[src/rtl/ras_ctrl.sv]
// ras_ctrl: return-address-stack controller between fetch/decode and the RAS.
// Build option: define RAS_COMPRESSED_EN to also decode C.JAL/C.JALR/C.JR.
module ras_ctrl #(
    parameter int XLEN = 32,
    parameter int SIZE = 7
) (
    input  logic            clk_i,
    input  logic            rst_i,
    input  logic            valid_i,
    output logic            ready_o,
    input  logic [XLEN-1:0] instr_i,
    input  logic [XLEN-1:0] pc_i,
    input  logic            flush_i,
    output logic            push_o,
    output logic            pop_o,
    output logic [XLEN-1:0] data_o,
    input  logic [XLEN-1:0] stack_top_i,
    input  logic            overflow_i,
    output logic            pred_valid_o,
    output logic            pred_hit_o,
    output logic [XLEN-1:0] pred_target_o
);

    // WAIT marks the cycle after a return was held back because the stack
    // top was still updating; the held return is accepted in that cycle.
    typedef enum logic [1:0] {
        IDLE,
        WAIT,
        PRED
    } state_t;

    localparam logic [SIZE:0] DEPTH_MAX = {1'b1, {SIZE{1'b0}}};
    localparam logic [SIZE:0] DEPTH_ONE = {{SIZE{1'b0}}, 1'b1};

    state_t          r_state;
    logic [SIZE:0]   r_depth;
    logic            r_settled;
    logic            r_hit;
    logic [XLEN-1:0] r_target;

    logic [4:0] w_rd;
    logic [4:0] w_rs1;
    logic       w_rd_lnk;
    logic       w_rs1_lnk;
    logic       w_jal;
    logic       w_jalr;
    logic       w_call;
    logic       w_ret;
    logic       w_co;
    logic       w_half;
    logic       w_ret_any;
    logic       w_stall;
    logic       w_xfer;
    logic       w_unused;

    assign w_rd      = instr_i[11:7];
    assign w_rs1     = instr_i[19:15];
    assign w_rd_lnk  = (w_rd == 5'd1) || (w_rd == 5'd5);
    assign w_rs1_lnk = (w_rs1 == 5'd1) || (w_rs1 == 5'd5);
    assign w_jal     = (instr_i[6:0] == 7'b1101111);
    assign w_jalr    = (instr_i[6:0] == 7'b1100111)
                    && (instr_i[14:12] == 3'b000);
    assign w_unused  = ^{instr_i[XLEN-1:20]};

    // Classify the offered instruction from its link-register hints
    always_comb begin
        w_call = 1'b0;
        w_ret  = 1'b0;
        w_co   = 1'b0;
        w_half = 1'b0;
        if (instr_i[1:0] == 2'b11) begin
            if (w_jal) begin
                w_call = w_rd_lnk;
            end else if (w_jalr) begin
                w_co   = w_rd_lnk && w_rs1_lnk && (w_rd != w_rs1);
                w_call = w_rd_lnk && !(w_rs1_lnk && (w_rd != w_rs1));
                w_ret  = w_rs1_lnk && !w_rd_lnk;
            end
        end
`ifdef RAS_COMPRESSED_EN
        else begin
            w_half = 1'b1;
            if ((XLEN == 32) && (instr_i[1:0] == 2'b01)
                && (instr_i[15:13] == 3'b001)) begin
                w_call = 1'b1;
            end else if ((instr_i[1:0] == 2'b10)
                && (instr_i[6:2] == 5'd0) && (w_rd != 5'd0)) begin
                if (instr_i[15:12] == 4'b1001) begin
                    w_co   = (w_rd == 5'd5);
                    w_call = (w_rd != 5'd5);
                end else if (instr_i[15:12] == 4'b1000) begin
                    w_ret = w_rd_lnk;
                end
            end
        end
`endif
    end

    // A return may only be taken once stack_top_i has caught up
    assign w_ret_any = w_ret || w_co;
    assign w_stall   = valid_i && w_ret_any && !r_settled;
    assign ready_o   = !flush_i && !w_stall;
    assign w_xfer    = valid_i && ready_o && !rst_i;

    assign push_o = w_xfer && (w_call || w_co);
    assign pop_o  = w_xfer && w_ret_any;
    assign data_o = push_o
                  ? pc_i + (w_half ? XLEN'(2) : XLEN'(4))
                  : '0;

    assign pred_valid_o  = (r_state == PRED) && !flush_i;
    assign pred_hit_o    = r_hit;
    assign pred_target_o = r_target;

    // Mirror the stack pointer and note when the stack top is in flux
    always_ff @(posedge clk_i) begin
        if (rst_i) begin
            r_depth   <= '0;
            r_settled <= 1'b1;
        end else begin
            r_settled <= !(push_o || pop_o);
            if (push_o && !pop_o) begin
                if (r_depth != DEPTH_MAX) begin
                    r_depth <= r_depth + DEPTH_ONE;
                end
            end else if (pop_o && !push_o) begin
                if (r_depth != '0) begin
                    r_depth <= r_depth - DEPTH_ONE;
                end
            end else if (push_o && pop_o) begin
                if (r_depth == '0) begin
                    r_depth <= DEPTH_ONE;
                end
            end
        end
    end

    // Prediction FSM: latch the stack top when a return is taken
    always_ff @(posedge clk_i) begin
        if (rst_i) begin
            r_state  <= IDLE;
            r_hit    <= 1'b0;
            r_target <= '0;
        end else if (flush_i) begin
            r_state <= IDLE;
        end else if (w_stall) begin
            r_state <= WAIT;
        end else if (pop_o) begin
            r_state  <= PRED;
            r_target <= stack_top_i;
            r_hit    <= (r_depth != '0) && !overflow_i;
        end else begin
            r_state <= IDLE;
        end
    end

endmodule

[config.mk]
export PLATFORM = sky130hd
export DESIGN_NAME = ras_ctrl
export DESIGN_NICKNAME = d
export VERILOG_FILES = /design/src/rtl/ras_ctrl.sv
export SDC_FILE = /design/constraint.sdc
export NUM_CORES = 1
export LEC_CHECK = 0
export CAP_MARGIN = 40
export CORE_MARGIN = 2
export CORE_UTILIZATION = 45
export CTS_BUF_LIST = sky130_fd_sc_hd__clkbuf_4 sky130_fd_sc_hd__clkbuf_8
export CTS_CLUSTER_DIAMETER = 40
export DETAILED_ROUTE_END_ITERATION = 7
export PLACE_DENSITY = 0.95
export SLEW_MARGIN = 10
export SYNTH_ARGS = -nofsm -noshare
export SYNTH_HDL_FRONTEND = slang
export SYNTH_SLANG_ARGS = --single-unit
[constraint.sdc]
create_clock -name clk_i -period 7.8 [get_ports clk_i]
set_input_delay 1.95 -clock clk_i [delete_from_list [all_inputs] [get_ports clk_i]]
set_output_delay 1.95 -clock clk_i [all_outputs]
set_load 0.01 [all_outputs]
**After elaboration in Yosys (flattened, before gate mapping)**

Cells that the tools add are included.

- Register bits after elaboration: 44
- Logic and storage cells: 83

- Equal/unequal tests: 12
- Reductions and logical operators: 42
- Multiplexer cells: 18
- Bitwise gates (word level): 2
- Add/sub/neg operators: 3

Operators with widths:

| operator | count |
|---|---|
| two-way mux 8 bit | 6 |
| adder 32 x 3 -> 32 bit (second input constant) | 1 |
| two-way mux 32 bit | 1 |
| logical AND 1 bit | 18 |
| == test 7 bit (second input constant) | 2 |
| == test 5 x 1 -> 1 bit (second input constant) | 2 |
| == test 5 x 3 -> 1 bit (second input constant) | 2 |
| logical NOT 1 bit | 10 |
| two-way mux 1 bit | 10 |
| adder 8 x 1 -> 8 bit (second input constant) | 1 |
| logical NOT 8 bit | 1 |
| != test 8 bit (second input constant) | 1 |
| nonzero test 8 bit | 1 |
| subtractor 8 x 1 -> 8 bit (second input constant) | 1 |
| nonzero test 3 bit | 2 |
| logical OR 1 bit | 5 |
| != test 5 bit | 1 |
| == test 2 bit (second input constant) | 2 |
| AND reduction 4 bit | 1 |
| logical NOT 3 bit | 1 |
| != test 3 x 2 -> 1 bit (second input constant) | 1 |
| AND reduction 3 bit | 1 |
| OR reduction 3 bit | 1 |
| two-way mux 2 bit | 1 |
| 3 further kinds | 4 |

**Depth between registers and ports, before layout**

Gate-level depths: netlist of run 1.

- Depth in word-level cells: 19
- Gate-level depth with buffers: 13
- Gate-level depth less buffers: 9

**Least setup slack after synthesis of run 1**

Ideal clock, no wire load.

- Path kind: input -> output
- Start: input port instr_i[13]
- End: output port data_o[19]
- Cell stages on the path: 5
- Arrival time: 3.686 ns
- Setup slack: 2.164 ns
- Cell sequence: or4b_2 -> a2111o_1 -> clkbuf_1 -> buf_2 -> a211oi_1

- Word-level cells in the longest chain between the ends: 14
- Elaborated cells on any way between the ends: 21
- Those cells by class: mux: 10; reduce/logical: 11

Ends and longest elaborated chain:

| what | RTL line | RTL |
|---|---|---|
| from (decl) | 11 | `input logic [XLEN-1:0] instr_i,` |
| logical NOT 3 bit (*) | 62 | `&& (instr_i[14:12] == 3'b000);` |
| logical AND 1 bit (*) | 62 |  |
| two-way mux 1 bit | 74 | `end else if (w_jalr) begin` |
| two-way mux 1 bit | 72 | `if (w_jal) begin` |
| two-way mux 1 bit | 71 | `if (instr_i[1:0] == 2'b11) begin` |
| logical OR 1 bit | 100 | `assign w_ret_any = w_ret \|\| w_co;` |
| logical AND 1 bit (2 in a row) | 101 | `assign w_stall = valid_i && w_ret_any && !r_settled;` |
| logical NOT 1 bit | 102 | `assign ready_o = !flush_i && !w_stall;` |
| logical AND 1 bit | 102 |  |
| logical AND 1 bit (2 in a row) | 103 | `assign w_xfer = valid_i && ready_o && !rst_i;` |
| logical AND 1 bit (*) | 105 | `assign push_o = w_xfer && (w_call \|\| w_co);` |
| two-way mux 32 bit (*) | 108 | `? pc_i + (w_half ? XLEN'(2) : XLEN'(4))` |
| to (decl) | 16 | `output logic [XLEN-1:0] data_o,` |

Mark *: on every way between the ends. The rest lies on a longest branch, timed or not.

**Final worst setup path of run 1**

- Start: input port pc_i[4]
- End: output port data_o[29]

- Word-level cells in the longest chain between the ends: 2

Ends and longest elaborated chain:

| what | RTL line | RTL |
|---|---|---|
| from (decl) | 12 | `input logic [XLEN-1:0] pc_i,` |
| adder 32 x 3 -> 32 bit | 108 |  |
| two-way mux 32 bit | 108 |  |

Every way passes these cells.

==> results of run 1 <==
==> worst max-delay path, delay by kind of cell <==
kind | cells | cell delay (ns)
simple gates | 3 | 1.61
buf+inv | 2 | 1.20
compound gates | 1 | 0.35
==> cell usage after synthesis, drive strengths merged (4+ instances only) <==
| cell | count | share of area (%) |
|---|---|---|
| a211oi | 17 | 4.0 |
| a21oi | 34 | 5.2 |
| and3 | 4 | 0.76 |
| buf | 14 | 2.9 |
| clkbuf | 28 | 3.2 |
| dfxtp | 44 | 27 |
| ha | 8 | 3.0 |
| inv | 13 | 1.5 |
| nand2 | 16 | 1.8 |
| nand3 | 14 | 2.1 |
| nand4 | 39 | 7.4 |
| nor2 | 13 | 1.5 |
| nor2b | 4 | 0.76 |
| nor3 | 25 | 3.8 |
| nor3b | 6 | 1.4 |
| nor4 | 10 | 2.4 |
| o21ai | 19 | 2.9 |
| o31ai | 41 | 9.3 |
| or3 | 9 | 1.7 |
| or4 | 12 | 3.1 |
| xnor2 | 12 | 3.2 |
| xor2 | 7 | 1.9 |
==> through the flow <==
step	worst slack, ns	total power, mW	cell area (µm²)	instances
after detailed placement	0.7972	0.3151	4903	647
final	0.7449	0.4919	5019	655
after global placement	0.8490	0.3111	4846	644
after CTS	0.7828	0.4926	5019	655
after floorplan	2.164	0.2558	3299	424
after global routing	0.6106	0.5089	5019	655
==> flip-flops by register name, summed over array words and instances (netlist names) <==
signal,count
pred_target_o,32
pred_hit_o,1
r_settled,1
r_depth,8
r_state,2
==> routing by layer <==
metal	vias up	wire length [µm]	track usage, %
li1	1924	-	-
met2	217	5934	47.53
met3	23	904	6.124
met4	0	235	9.362
met5	-	0	0
met1	1944	4403	31.99
==> final timing paths <==
kind	startpoint	end	slack, ns	cells past startpoint
max reg2reg	r_settled	r_depth[3]	4.71	9
max	pc_i[4]	data_o[29]	0.74	6
min reg2reg	pred_target_o[9]	pred_target_o[9]	0.47	2
min	pred_target_o[9]	pred_target_o[9]	0.47	2
==> logic make-up (layout without fill, tap and decap cells) <==
kind of cell / Yosys count / count (layout) / share of synthesized area, %
simple gates: 165 / 165 / 29.77
buf+inv: 55 / 187 / 7.584
xor+xnor: 19 / 19 / 5.044
mux: 1 / 1 / 0.3034
fa+ha+maj: 8 / 8 / 3.034
flops: 44 / 44 / 26.70
compound gates: 132 / 132 / 27.57
==> power by group through the flow <==
stage | sequential, mW | clock, mW | combinational (mW)
6_report | 0.224 | 0.180 | 0.0872
5_1_grt | 0.224 | 0.191 | 0.0931
4_1_cts | 0.224 | 0.182 | 0.0861
3_5_place_dp | 0.230 | 0 | 0.0854
3_3_place_gp | 0.230 | 0 | 0.0814
2_1_floorplan | 0.230 | 0 | 0.0262
==> final cells by class <==
cell class / instances / area (µm²)
inverters: 13 / 48.80
repair buffers: 166 / 1674
flip-flops and latches: 44 / 880.8
well taps: 99 / 123.9
multi-input cells: 325 / 2176
clock buffers: 5 / 68.82
fillers: 535 / 2157
clock inverters: 3 / 46.29
==> metrics.md, run 1 <==
| Metric | Value |
|---|---|
| Status | finished clean |
| Measured slew at the worst slew-check pin | 0.7053 ns |
| Power Density | 98.02 nW/µm² |
| Comb power frac | 17.7% |
| Worst path cell trace | clkdlybuf4s50_1 -> nand4_1 -> or4_1 -> or4_1 -> a211oi_1 -> clkdlybuf4s50_1 |
| Hold Fails Final Rpt | 0 |
| Setup violators final | 0 |
| Post-CTS setup buffers | 0 |
| Minimum clock period | 7.055 ns |
| Clock network power share | 36.7% |
| Antenna viol nets, final | 0 |
| RSZ-0062 raised after global routing | false |
| Initial antenna violation count | 0 |
| Fraction of registers with async set or reset after synthesis | 0% |
| CP max stage delay | 0.78 ns |
| Fin nets | 664 |
| Hpwl dp | 8401 µm |
| Final period utilization | 90.45% |
| Worst hold-check path type | flip-flop to flip-flop |
| Gr ovfl total | 0 |
| Worst-Skew Late Latency | 0.30 ns |
| Vias in the first global route | 3785 |
| Most frequent cells in the layout | 157 x clkdlybuf4s50_1, 44 x dfxtp_1, 41 x o31ai_1, 39 x nand4_1, 34 x a21oi_1 |
| Largest net degree at the start of global routing | 46 |
| CTS root buf | clkbuf_8 |
| Fin util | 69.94% |
| Hold_ws | 0.4713 ns |
| Seq/Total Area, Yosys | 26.70% |
| Lkg Pwr | 1.536 nW |
| Crit path max fanout | 11 |
| Drt pass-1 iters | 5 |
| Gr usage total | 26.93% |
| Chip Height | 89.63 µm |
| Clock slew at reported path FFs | 0.09 ns |
| Hold buffer count at cts | 0 |
| Post_cts resized | 0 |
| Sequential share of power | 45.6% |
| Remaining DRCs | 0 |
| Cell area after synthesis | 3299 µm² |
| Core ar. | 7176 µm² |
| GPL Wtd Cong | 0.9693 |
| Relative slew slack | 52.36% |
| Syn. warnings | 0 |
| Port Buffers | 157 |
| First-pass GRT wire length | 17440 µm |
| CTS max path bufs | 2 |
| CTS tree | built |
| # diodes | 0 |
| Total wire length | 11480 µm |
| Peak supply drop | 0.09194 mV |
| Vias post-DR | 4108 |
| Syn avg cell area | 7.782 µm² |
| Initial drt markers | 388 |
| Die width | 89.63 µm |
| H-Tree Depth | 2 |
| CTS Buf Count | 5 |
| Crit path DAT | 5.11 ns |
| P&R area growth vs syn | 52.10% |
| #FFs+latches synth | 44 |
| Rows | 31 |
| Int Pwr | 0.3714 mW |
| Synth cell types | 53 |
| Sw Pwr | 0.1206 mW |
| Total Neg Setup Slack | 0 ns |
| # IOs | 170 |
| Crit Path Class | input port to primary output |
| Endpoint class of the critical path | primary output |
| Required @ worst endpoint | 5.85 ns |
| Final Max Slew Viols | 0 |
| Post-synth EDFFs | 0 |
| Vias per cell | 6.272 |
| Die ar. | 8033 µm² |
| Starting Density | 45.98% |
| TritonCTS Sinks | 44 |
| Type of origin of the critical path | input port |
| Syn_nets | 533 |
| Fmax | 141.7 MHz |
| Sw Share | 24.51% |
| Clock Skew | 0.004351 ns |
| Ys flop type | dfxtp_1 |
| CP max stage cell | or4_1 |
| Syn Inst Count | 424 |
| Commonest non-fill, non-tap cell in the layout | clkdlybuf4s50_1 |
| Max Cap Viol | 0 |
| Wire per inst | 17.53 µm |
| Layout cells sized above 1 | 5.935% |
Power figures use the tool's default switching activity.
==> run 2: changes to the inputs <==
- GPL_ROUTABILITY_DRIVEN: unset -> 0
- PLACE_DENSITY: 0.95 -> 0.89
==> metrics.md, run 2 (synthesized netlist as in run 1, its figures left out) <==
| Metric | Value |
|---|---|
| Status | finished clean |
| Hold path endpoint | pred_target_o[2] |
| Wire per inst | 17.69 µm (+0.93%) |
| Worst path cell trace | clkdlybuf4s50_1 -> nand4_1 -> or4_1 -> or4_1 -> a211oi_1 -> clkdlybuf4s50_1 |
| Max Cap Viol | 0 (unchanged) |
| Commonest non-fill, non-tap cell in the layout | clkdlybuf4s50_1 |
| Crit path max fanout | 11 (unchanged) |
| CTS max path bufs | 2 (unchanged) |
| RSZ-0062 raised after global routing | false |
| Endpoint class of the critical path | primary output |
| CTS root buf | clkbuf_8 |
| Clock Skew | 0.005826 ns (+0.001476 ns) |
| Rows | 31 (unchanged) |
| Measured slew at the worst slew-check pin | 0.7243 ns (+0.01894 ns) |
| R2R depth | 8 (-1) |
| Vias post-DR | 4191 (+2.0%) |
| Worst-Skew Late Latency | 0.30 ns (about the same) |
| Type of origin of the critical path | input port |
| Crit path DAT | 4.93 ns (-0.18 ns) |
| Worst hold start | pred_target_o[2] |
| Chip Height | 89.63 µm (unchanged) |
| Hpwl dp | 8447 µm (+0.54%) |
| Cells on Worst Hold Path | 2 (unchanged) |
| Total Neg Setup Slack | 0 ns (unchanged) |
| # diodes | 0 (unchanged) |
| Fin util | 70.29% (+0.35 points) |
| Reg2reg setup slack | 4.98 ns (+0.27 ns) |
| Lkg Pwr | 1.546 nW (+0.69%) |
| Largest net degree at the start of global routing | 46 (unchanged) |
| Final period utilization | 88.19% (-2.3 points) |
| # fillers | 546 (+2.1%) |
| Gr usage total | 27.11% (+0.18 points) |
| CTS tree | built |
| Total wire length | 11590 µm (+0.93%) |
| Worst hold-check path type | flip-flop to flip-flop |
| CP max stage cell | or4_1 |
| Die width | 89.63 µm (unchanged) |
| P&R area growth vs syn | 52.86% |
| Most frequent cells in the layout | 157 x clkdlybuf4s50_1, 44 x dfxtp_1, 41 x o31ai_1, 39 x nand4_1, 34 x a21oi_1 |
| Remaining DRCs | 0 (unchanged) |
| Vias in the first global route | 3663 (-3.2%) |
| Minimum clock period | 6.879 ns (-0.1762 ns) |
| H-Tree Depth | 2 (unchanged) |
| Starting Density | 45.98% (unchanged) |
| Peak supply drop | 0.09472 mV (+3.0%) |
| Initial drt markers | 256 (-34%) |
| First-pass GRT wire length | 17550 µm (+0.67%) |
| Fin nets | 664 (unchanged) |
| CTS Buf Count | 5 (unchanged) |
| Power Density | 97.98 nW/µm² (about the same) |
| Post-CTS setup buffers | 0 (unchanged) |
| Hold Fails Final Rpt | 0 (unchanged) |
| TritonCTS Sinks | 44 (unchanged) |
| RR Startpoint | r_settled |
| Layout cells sized above 1 | 5.935% (unchanged) |
| Core ar. | 7176 µm² (unchanged) |
| # IOs | 170 (unchanged) |
| Gr ovfl total | 0 (unchanged) |
| Max reg flops | 32 (unchanged) |
| Relative slew slack | 51.08% (-1.3 points) |
| Fmax | 145.4 MHz (+2.6%) |
| Die ar. | 8033 µm² (unchanged) |
| Port Buffers | 157 (unchanged) |
| Final Max Slew Viols | 0 (unchanged) |
| Initial antenna violation count | 0 (unchanged) |
| CP max stage delay | 0.76 ns (-0.02 ns) |
| Hold buffer count at cts | 0 (unchanged) |
| Clock slew at reported path FFs | 0.09 ns (about the same) |
| Drt pass-1 iters | 5 (unchanged) |
| Critical register-to-register path endpoint | r_depth[2] |
| Post_cts resized | 0 (unchanged) |
| Required @ worst endpoint | 5.85 ns (about the same) |
| Vias per cell | 6.398 (+2.0%) |
| Antenna viol nets, final | 0 (unchanged) |
| Crit Path Class | input port to primary output |
| Setup violators final | 0 (unchanged) |
-- run 2: cell counts in the layout (fill, tap and decap cells not counted) --
Identical to the previous run, type by type.
-- run 2: worst max-delay path by stage --
stage / slack [ns] / end / cells after the start / from
after global placement: 0.98 / data_o[12] / 5 / instr_i[2]
final: 0.92 / data_o[29] / 6 / pc_i[4]
after global routing: 0.75 / data_o[25] / 6 / pc_i[4]
after detailed placement: 0.94 / data_o[29] / 6 / pc_i[4]
after CTS: 0.94 / data_o[29] / 6 / pc_i[4]
after floorplan: 2.16 / data_o[19] / 5 / instr_i[13]
-- run 2: layout make-up --
cell class	count	area, µm²	area share (%)
Multi-Input combinational cell	325	2176	43.14
Clock buffer	5	68.82	1.364
Inverter	13	48.80	0.9675
Timing Repair Buffer	166	1699	33.69
Clock inverter	3	46.29	0.9179
Sequential cell	44	880.8	17.46
Tap cell	99	123.9	2.456
-- run 2: routing by layer --
layer / vias to the layer above / wire, µm / global-route usage [%]
met1: 2011 / 4437 / 34.08
met5: - / 0 / 0
met4: 0 / 291 / 6.649
met2: 224 / 5881 / 46.66
met3: 32 / 975 / 6.581
li1: 1924 / - / -
-- run 2: where the power goes --
group / leakage [nW] / switching [mW] / total (mW) / internal (mW)
logic: 1.14 / 0.0371 / 0.0878 / 0.0508
clock network: 0.0548 / 0.0854 / 0.182 / 0.0966
registers: 0.354 / 0.00000340 / 0.224 / 0.224
total: 1.55 / 0.122 / 0.494 / 0.372
-- run 2: critical path, delay by kind of cell --
kind	cells	cell delay [ns]
AO/OA/AOI/OAI	1	0.26
buffers and inverters	2	1.15
AND/OR/NAND/NOR	3	1.57
-- run 2: metrics by stage --
stage,cell area [µm²],hold slack (ns),std cells,worst slack (ns),power [mW]
4_1_cts,5044,0.4738,655,0.9436,0.4964
3_5_place_dp,4928,0.4612,647,0.9394,0.3160
3_3_place_gp,4846,0.4503,644,0.9823,0.3115
5_1_grt,5044,0.4846,655,0.7525,0.5121
2_1_floorplan,3299,0.4813,424,2.164,0.2558
6_report,5044,0.4724,655,0.9211,0.4942
==> run 3: changes to the inputs <==
- CAP_MARGIN: 40 -> unset
==> metrics.md, run 3 (synthesized netlist as in run 1, its figures left out) <==
| Metric | Value |
|---|---|
| Status | finished clean |
| Measured slew at the worst slew-check pin | 1.136 ns (+0.4114 ns) |
| Clock Skew | 0.003399 ns (-0.002428 ns) |
| H-Tree Depth | 2 (unchanged) |
| Max Cap Viol | 0 (unchanged) |
| P&R area growth vs syn | 50.51% |
| Worst-Skew Late Latency | 0.30 ns (about the same) |
| Final Max Slew Viols | 0 (unchanged) |
| CTS max path bufs | 2 (unchanged) |
| PnR worst setup slack | 0.8923 ns (-0.02887 ns) |
| Hold buffer count at cts | 0 (unchanged) |
| Initial drt markers | 345 (+35%) |
| Required @ worst endpoint | 5.85 ns (about the same) |
| Vias in the first global route | 3644 (-0.52%) |
| Endpoint class of the critical path | primary output |
| Most frequent cells in the layout | 157 x clkdlybuf4s50_1, 44 x dfxtp_1, 41 x o31ai_1, 39 x nand4_1, 34 x a21oi_1 |
| Die width | 89.63 µm (unchanged) |
| Initial antenna violation count | 0 (unchanged) |
| # fillers | 570 (+4.4%) |
| Crit path max fanout | 11 (unchanged) |
| Lkg Pwr | 1.510 nW (-2.4%) |
| Cells on Worst Hold Path | 2 (unchanged) |
| Hpwl dp | 8243 µm (-2.4%) |
| Vias post-DR | 4122 (-1.6%) |
| Layout cells sized above 1 | 5.425% (-0.51 points) |
| Crit path DAT | 4.96 ns (+0.03 ns) |
| CTS Buf Count | 5 (unchanged) |
| Minimum clock period | 6.908 ns (+0.02886 ns) |
| Relative slew slack | 24.29% (-27 points) |
| Largest net degree at the start of global routing | 46 (unchanged) |
| Rows | 31 (unchanged) |
| Commonest non-fill, non-tap cell in the layout | clkdlybuf4s50_1 |
| Total wire length | 11640 µm (+0.47%) |
| Peak supply drop | 0.07510 mV (-21%) |
| # diodes | 0 (unchanged) |
| Worst path cell trace | clkdlybuf4s50_1 -> nand4_1 -> or4_1 -> or4_1 -> a211oi_1 -> clkdlybuf4s50_1 |
| Antenna viol nets, final | 0 (unchanged) |
| First-pass GRT wire length | 17660 µm (+0.59%) |
| Post_cts resized | 0 (unchanged) |
| # IOs | 170 (unchanged) |
| Chip Height | 89.63 µm (unchanged) |
| Starting Density | 45.98% (unchanged) |
| Total Neg Setup Slack | 0 ns (unchanged) |
| Setup violators final | 0 (unchanged) |
| Die ar. | 8033 µm² (unchanged) |
| Fin util | 69.21% (-1.1 points) |
| Gr ovfl total | 0 (unchanged) |
| Wire per inst | 17.85 µm (+0.93%) |
| Gr usage total | 27.23% (+0.12 points) |
| CP max stage cell | or4_1 |
| CTS root buf | clkbuf_8 |
| Power Density | 99.63 nW/µm² (+1.7%) |
| Type of origin of the critical path | input port |
| Port Buffers | 157 (unchanged) |
| Fmax | 144.8 MHz (-0.42%) |
| Hold Fails Final Rpt | 0 (unchanged) |
| RSZ-0062 raised after global routing | false |
| Crit Path Class | input port to primary output |
| Fin nets | 661 (-0.45%) |
| Drt pass-1 iters | 5 (unchanged) |
| Post-Place Setup Slack | 0.9201 ns (-0.01931 ns) |
| Clock slew at reported path FFs | 0.09 ns (about the same) |
| Max reg flops | 32 (unchanged) |
| R2R depth | 8 (unchanged) |
| Vias per cell | 6.322 (-1.2%) |
| CP max stage delay | 0.77 ns (about the same) |
| TritonCTS Sinks | 44 (unchanged) |
| Post-CTS setup buffers | 0 (unchanged) |
| CTS tree | built |
| Remaining DRCs | 0 (unchanged) |
| Worst hold-check path type | flip-flop to flip-flop |
| Core ar. | 7176 µm² (unchanged) |
| Final period utilization | 88.56% (+0.37 points) |
==> run 3: per-layer routing <==
metal / routed length (µm) / GRT usage (%) / vias to the layer above
met5: 0 / 0 / -
met4: 214 / 6.784 / 0
met3: 1058 / 6.399 / 27
met2: 5853 / 46.32 / 238
met1: 4514 / 34.77 / 1945
li1: - / - / 1912
==> run 3: worst max-delay path: cells and delay by family <==
family	cells	cell delay, ns
AO/OA/AOI/OAI	1	0.26
buffers and inverters	2	1.15
AND/OR/NAND/NOR	3	1.59
==> run 3: worst paths after layout <==
| kind | startpoint | to | slack (ns) |
|---|---|---|---|
| worst max-delay path | pc_i[4] | data_o[29] | 0.89 |
| worst min-delay path | pred_target_o[27] | pred_target_o[27] | 0.47 |
| worst max register to register | r_settled | r_depth[2] | 4.87 |
| worst min register to register | pred_target_o[27] | pred_target_o[27] | 0.47 |
==> run 3: metrics by stage <==
step	std cells	hold WS, ns	power [mW]	instance area (µm²)
3_3_place_gp	644	0.4503	0.3115	4846
4_1_cts	652	0.4714	0.4939	4961
5_1_grt	652	0.4846	0.5109	4966
6_report	652	0.4695	0.4948	4966
3_5_place_dp	644	0.4588	0.3140	4846
2_1_floorplan	424	0.4813	0.2558	3299
==> run 3: layout make-up <==
class | count | area [µm²] | area share [%]
Timing Repair Buffer | 163 | 1617 | 32.55
Clock buffer | 5 | 68.82 | 1.386
Clock inverter | 3 | 46.29 | 0.9322
Multi-Input combinational cell | 325 | 2181 | 43.92
Sequential cell | 44 | 880.8 | 17.74
Tap cell | 99 | 123.9 | 2.494
Inverter | 13 | 48.80 | 0.9826
==> run 3: where the power goes <==
part           internal [mW]  leakage, nW  switching [mW]
Sequential             0.224        0.354      0.00000363
Clock                 0.0966       0.0548          0.0878
Combinational         0.0493         1.10          0.0367
